===== src/rtl/nibble_serial_pkg.sv =====
// Shared definitions for the nibble-serial adder controller.
// Optional feature macro used by the controller: NIBBLE_SERIAL_SUB_MODE_EN.
package nibble_serial_pkg;

   localparam int unsigned NIBBLE_W = 4;

   typedef enum logic [1:0] {
      IDLE = 2'd0,
      RUN  = 2'd1,
      DONE = 2'd2
   } state_e;

endpackage


===== src/rtl/nibble_rca4.sv =====
// 4-bit ripple-carry adder slice built from four full adders.
module nibble_fa (
   input  logic a,
   input  logic b,
   input  logic ci,
   output logic s,
   output logic co
);
   assign s  = a ^ b ^ ci;
   assign co = (a & b) | (ci & (a ^ b));
endmodule

module nibble_rca4
   import nibble_serial_pkg::*;
(
   input  logic [NIBBLE_W-1:0] a,
   input  logic [NIBBLE_W-1:0] b,
   input  logic                cin,
   output logic [NIBBLE_W-1:0] s,
   output logic                cout
);
   logic [NIBBLE_W:0] c;

   assign c[0] = cin;

   for (genvar i = 0; i < NIBBLE_W; i++) begin : g_fa
      nibble_fa u_fa (
         .a  (a[i]),
         .b  (b[i]),
         .ci (c[i]),
         .s  (s[i]),
         .co (c[i+1])
      );
   end

   assign cout = c[NIBBLE_W];
endmodule


===== src/rtl/nibble_serial_add_ctrl.sv =====
// Sequencer computing a WIDTH-bit add through one 4-bit RCA slice, LS nibble first.
// Optional subtract mode: define NIBBLE_SERIAL_SUB_MODE_EN to add the 'sub' port.
module nibble_serial_add_ctrl
   import nibble_serial_pkg::*;
#(
   parameter int unsigned WIDTH = 16
) (
   input  logic             clk,
   input  logic             rst_n,
   input  logic             start,
   input  logic [WIDTH-1:0] a,
   input  logic [WIDTH-1:0] b,
   input  logic             cin,
`ifdef NIBBLE_SERIAL_SUB_MODE_EN
   input  logic             sub,
`endif
   output logic             busy,
   output logic             done,
   output logic [WIDTH-1:0] sum,
   output logic             cout,
   output logic             overflow
);

   localparam int unsigned NIBBLES = WIDTH / NIBBLE_W;
   localparam int unsigned IDX_W   = (NIBBLES > 1) ? $clog2(NIBBLES) : 1;
   localparam logic [IDX_W-1:0] LAST_IDX = IDX_W'(NIBBLES - 1);

   state_e           state_q, state_d;
   logic [WIDTH-1:0] a_q, a_d;
   logic [WIDTH-1:0] b_q, b_d;
   logic [WIDTH-1:0] sum_q, sum_d;
   logic [IDX_W-1:0] idx_q, idx_d;
   logic             c_q, c_d;
   logic             cout_q, cout_d;
   logic             ovf_q, ovf_d;
   logic             amsb_q, amsb_d;
   logic             bmsb_q, bmsb_d;

   logic [WIDTH-1:0]    b_in;
   logic                c_in;
   logic [NIBBLE_W-1:0] slice_s;
   logic                slice_co;
   logic [WIDTH-1:0]    slice_top;
   logic                accept;
   logic                last;

   nibble_rca4 u_rca (
      .a    (a_q[NIBBLE_W-1:0]),
      .b    (b_q[NIBBLE_W-1:0]),
      .cin  (c_q),
      .s    (slice_s),
      .cout (slice_co)
   );

   assign accept    = start && ((state_q == IDLE) || (state_q == DONE));
   assign last      = (state_q == RUN) && (idx_q == LAST_IDX);
   // Slice result placed in the top nibble; shift form also covers WIDTH=4.
   assign slice_top = WIDTH'(slice_s) << (WIDTH - NIBBLE_W);

   // Operand conditioning: subtract stores ~b and forces the initial carry.
   always_comb begin
      b_in = b;
      c_in = cin;
`ifdef NIBBLE_SERIAL_SUB_MODE_EN
      if (sub) begin
         b_in = ~b;
         c_in = 1'b1;
      end
`endif
   end

   // State register.
   always_ff @(posedge clk or negedge rst_n) begin
      if (!rst_n) state_q <= IDLE;
      else        state_q <= state_d;
   end

   // Next-state logic.
   always_comb begin
      state_d = state_q;
      unique case (state_q)
         IDLE:    if (start) state_d = RUN;
         RUN:     if (last)  state_d = DONE;
         DONE:    state_d = start ? RUN : IDLE;
         default: state_d = IDLE;
      endcase
   end

   // Datapath next values: capture on accept, shift one nibble per RUN cycle.
   always_comb begin
      a_d    = a_q;
      b_d    = b_q;
      c_d    = c_q;
      sum_d  = sum_q;
      idx_d  = idx_q;
      cout_d = cout_q;
      ovf_d  = ovf_q;
      amsb_d = amsb_q;
      bmsb_d = bmsb_q;
      if (accept) begin
         a_d    = a;
         b_d    = b_in;
         c_d    = c_in;
         sum_d  = '0;
         idx_d  = '0;
         amsb_d = a[WIDTH-1];
         bmsb_d = b_in[WIDTH-1];
      end else if (state_q == RUN) begin
         a_d   = a_q >> NIBBLE_W;
         b_d   = b_q >> NIBBLE_W;
         c_d   = slice_co;
         sum_d = (sum_q >> NIBBLE_W) | slice_top;
         idx_d = idx_q + IDX_W'(1);
         if (last) begin
            cout_d = slice_co;
            ovf_d  = (amsb_q == bmsb_q) && (slice_s[NIBBLE_W-1] != amsb_q);
         end
      end
   end

   // Datapath registers.
   always_ff @(posedge clk or negedge rst_n) begin
      if (!rst_n) begin
         a_q    <= '0;
         b_q    <= '0;
         c_q    <= 1'b0;
         sum_q  <= '0;
         idx_q  <= '0;
         cout_q <= 1'b0;
         ovf_q  <= 1'b0;
         amsb_q <= 1'b0;
         bmsb_q <= 1'b0;
      end else begin
         a_q    <= a_d;
         b_q    <= b_d;
         c_q    <= c_d;
         sum_q  <= sum_d;
         idx_q  <= idx_d;
         cout_q <= cout_d;
         ovf_q  <= ovf_d;
         amsb_q <= amsb_d;
         bmsb_q <= bmsb_d;
      end
   end

   // Output decode.
   always_comb begin
      busy     = (state_q == RUN);
      done     = (state_q == DONE);
      sum      = sum_q;
      cout     = cout_q;
      overflow = ovf_q;
   end

endmodule


===== config.mk =====
export PLATFORM = sky130hd
export DESIGN_NAME = nibble_serial_add_ctrl
export DESIGN_NICKNAME = d
export VERILOG_FILES = /design/src/rtl/nibble_serial_pkg.sv /design/src/rtl/nibble_rca4.sv /design/src/rtl/nibble_serial_add_ctrl.sv
export SDC_FILE = /design/constraint.sdc
export NUM_CORES = 1
export LEC_CHECK = 0
export ABC_AREA = 1
export BUFFER_PORTS_ARGS = -buffer_cell sky130_fd_sc_hd__buf_2
export CAP_MARGIN = 20
export CORE_MARGIN = 5
export CORE_UTILIZATION = 55
export CTS_BUF_LIST = sky130_fd_sc_hd__clkbuf_4 sky130_fd_sc_hd__clkbuf_8
export DETAILED_ROUTE_END_ITERATION = 8
export GPL_ROUTABILITY_DRIVEN = 1
export PLACE_DENSITY = 0.86
export SLEW_MARGIN = 20
export SYNTH_ARGS = -nofsm -noshare
export SYNTH_HDL_FRONTEND = slang
export SYNTH_SLANG_ARGS = --single-unit
export TNS_END_PERCENT = 10

===== constraint.sdc =====
create_clock -name clk -period 6.45 [get_ports clk]
set_input_delay 0 -clock clk [delete_from_list [all_inputs] [get_ports clk]]
set_output_delay 0 -clock clk [all_outputs]
set_load 0.01 [all_outputs]

==> flow_summary.yaml <==
status:
  status: "finished clean"
setup_path:
  crit_top_cell: "fa_1"
  crit_path_end_kind: "flip-flop"
  crit_required_ps: 6730
  critical_path.max_stage_delay_ps: 440
  crit_slowest_cell: "fa_1"
  worstSetupPathType: "reg2reg"
  path_cells: "fa_1 > fa_1 > fa_1 > inv_1 > fa_1 > or2_2 > nand2_1"
  crit_fanout: 3
  startpoint_type: "flip-flop"
  critPathArrivalTime_ps: 2800
clock_tree:
  cts_made_buffers: 9
  clk_latency_ps: 340
  cts_root_buf: "clkbuf_8"
  clock_sink_count: 57
  path_clk_slew_ps: 60
  cts_tree: "built"
  ctsResizeCount: 0
  clockBufferDepth: 2
  htree_levels: 3
yosys:
  yosysWarnings: 0
  synth.avg_cell_area_um2: 8.45
  synth_common_cells: "nand2_1, dfrtp_1, nand3_1"
  synth_area_leader_cell: "dfrtp_1"
  synth.distinct_cells: 19
  synth-edff-count: 0
  synth_fp_nets: 350
  synthTopCellsByArea: "dfrtp_1, nand2_1, nand3_1"
  synthCells: 309
  ys_seq_area_frac: 0.546
  post-synth-top-area-fraction: 0.546
  synth_area_um2: 2610
  ys.flop_type: "dfrtp_1"
  async_reset_ff_frac: 1.00
  synth.most_common_cell: "nand2_1"
  ys_ff_latch: 57
timing:
  final_hold_viol_count: 0
  finalClockSkew_ps: 5.02
  finalCritPeriodShare: 0.391
  setup_violations: 0
  worst_pin_slew_ps: 691
  max_freq_mhz: 396
  fin_ws_ps: 3930
  slew_violations: 0
  slew_headroom: 0.539
  rsz0062_at_grt: "false"
  post-route-min-period_ps: 2520
  fin_setup_tns_ps: 0
global_route:
  grt_pass1_wl_mm: 10.7
  antenna_found_initial: 0
  grt_use_total: 0.225
  grt_max_degree: 58
  grt_pass1_vias: 2318
  grt.overflow.total: 0
cells_and_area:
  antenna_cells: 0
  syn_to_final_growth_pct: 28.4
  fin_area_um2: 3350
  drive_gt1_frac: 0.203
  nets: 432
route:
  drt_iter0_drc: 95
  finalWirelength_mm: 6.36
  vias: 2332
  viasPerCell: 5.19
  drc: 0
  routedWlPerCell_um: 14.2
  dr.pass1.iters: 4
  antenna_left: 0
placement:
  dp_slack_ps: 3920
  hpwl_mm: 3.64
  io_buffers: 55
  place_area_um2: 2840
  gp_congestion: 0.808
floorplan:
  dieArea_um2: 6230
  coreArea_um2: 4660
  dieHeight_um: 78.9
  fp.dieW_um: 78.9
  io_pins: 56
  initial_core_util: 0.560
  rows: 25
run:
  max_cap_viol_count: 0
pwr:
  power.density_nw_per_um2: 486
  p_leak_nw: 1.87
  vdd_drop_max_mv: 0.257
worst_hold_path:
  hp-class: "in2reg"
## worst paths after layout
path                       cells after the start       to   start  slack [ps]
max reg2reg                                    7  sum[15]     c_q        3930
min                                            5      c_q     cin           2
max in group asynchronous                      3  sum[12]   rst_n        5660
min in group asynchronous                      3   sum[7]   rst_n         330
min reg2reg                                    2   sum[2]  sum[2]         470
max                                            7  sum[15]     c_q        3930
## metrics by stage
stage | hold WS, ps | std cells | power (W) | util
final | 2.01 | 449 | 0.00163 | 0.719
after global routing | 36.1 | 449 | 0.00176 | 0.719
after CTS | 2.99 | 449 | 0.00163 | 0.719
after detailed placement | 174 | 404 | 0.00126 | 0.609
after global placement | 175 | 404 | 0.00122 | 0.609
after floorplan | -296 | 309 | 0.00113 | -
## sequential cells by signal, indices dropped and copies added, names as in the netlist
signal    flops
a_q          16
b_q          16
sum          16
idx_q         2
state_q       2
amsb_q        1
bmsb_q        1
c_q           1
cout          1
overflow      1
## where the power goes
group | internal (W) | switching [W] | leakage (nW) | total [W]
sequential | 0.000522 | 0.000117 | 0.725 | 0.000639
clock | 0.000218 | 0.000139 | 0.112 | 0.000357
combinational | 0.000233 | 0.000399 | 1.03 | 0.000632
## kinds of logic after synthesis
group                    after synthesis  share of synthesized area
adder cells (fa/ha/maj)                5                     0.0355
AND/OR/NAND/NOR                      208                      0.334
AO/OA/AOI/OAI                          3                    0.00574
buffers and inverters                 36                     0.0781
flip-flops                            57                      0.546
## worst max-delay path, delay by kind of cell (launching register included)
kind	cells	cell delay (ps)
flip-flops	1	400
AND/OR/NAND/NOR	2	380
adder cells (fa/ha/maj)	4	1620
buffers and inverters	1	70
## what timing repair did
action / in CTS / in global routing
endpoints found under the hold margin: 88 / 0
hold buffers: 30 / 0
setup buffers: 0 / 0
## cell usage in the layout, fill, tap and decap left out
cell type | netlist | final
nand2_2 | 2 | 2
nor2_1 | 4 | 4
dlygate4sd3_1 | 0 | 30
inv_2 | 3 | 3
bufinv_16 | 0 | 1
nand2_4 | 1 | 1
fa_1 | 4 | 4
or2_2 | 1 | 1
buf_4 | 2 | 1
ha_1 | 1 | 1
dfrtp_1 | 57 | 57
nand2_1 | 150 | 150
o21ai_0 | 1 | 1
clkbuf_8 | 0 | 13
o21ai_1 | 1 | 1
buf_2 | 6 | 55
clkinv_2 | 1 | 2
a21oi_1 | 1 | 1
nor2_8 | 1 | 1
inv_1 | 17 | 17
nand3_1 | 49 | 49
## routing by layer
layer / track usage / vias up / part of all wire
met5: 0 / - / 0
met4: 0.141 / 0 / 0.040
met2: 0.374 / 93 / 0.50
met3: 0.0522 / 26 / 0.064
li1: - / 1124 / -
met1: 0.261 / 1089 / 0.39
## layout make-up
class | count | area (um2)
clock buffers | 13 | 179
well taps | 54 | 67.6
clock inverters | 2 | 35.0
fillers | 342 | 1310
inverters | 21 | 80.1
repair buffers | 86 | 583
multi-input cells | 216 | 981
flip-flops and latches | 57 | 1430
(Power assumes the default switching activity.)
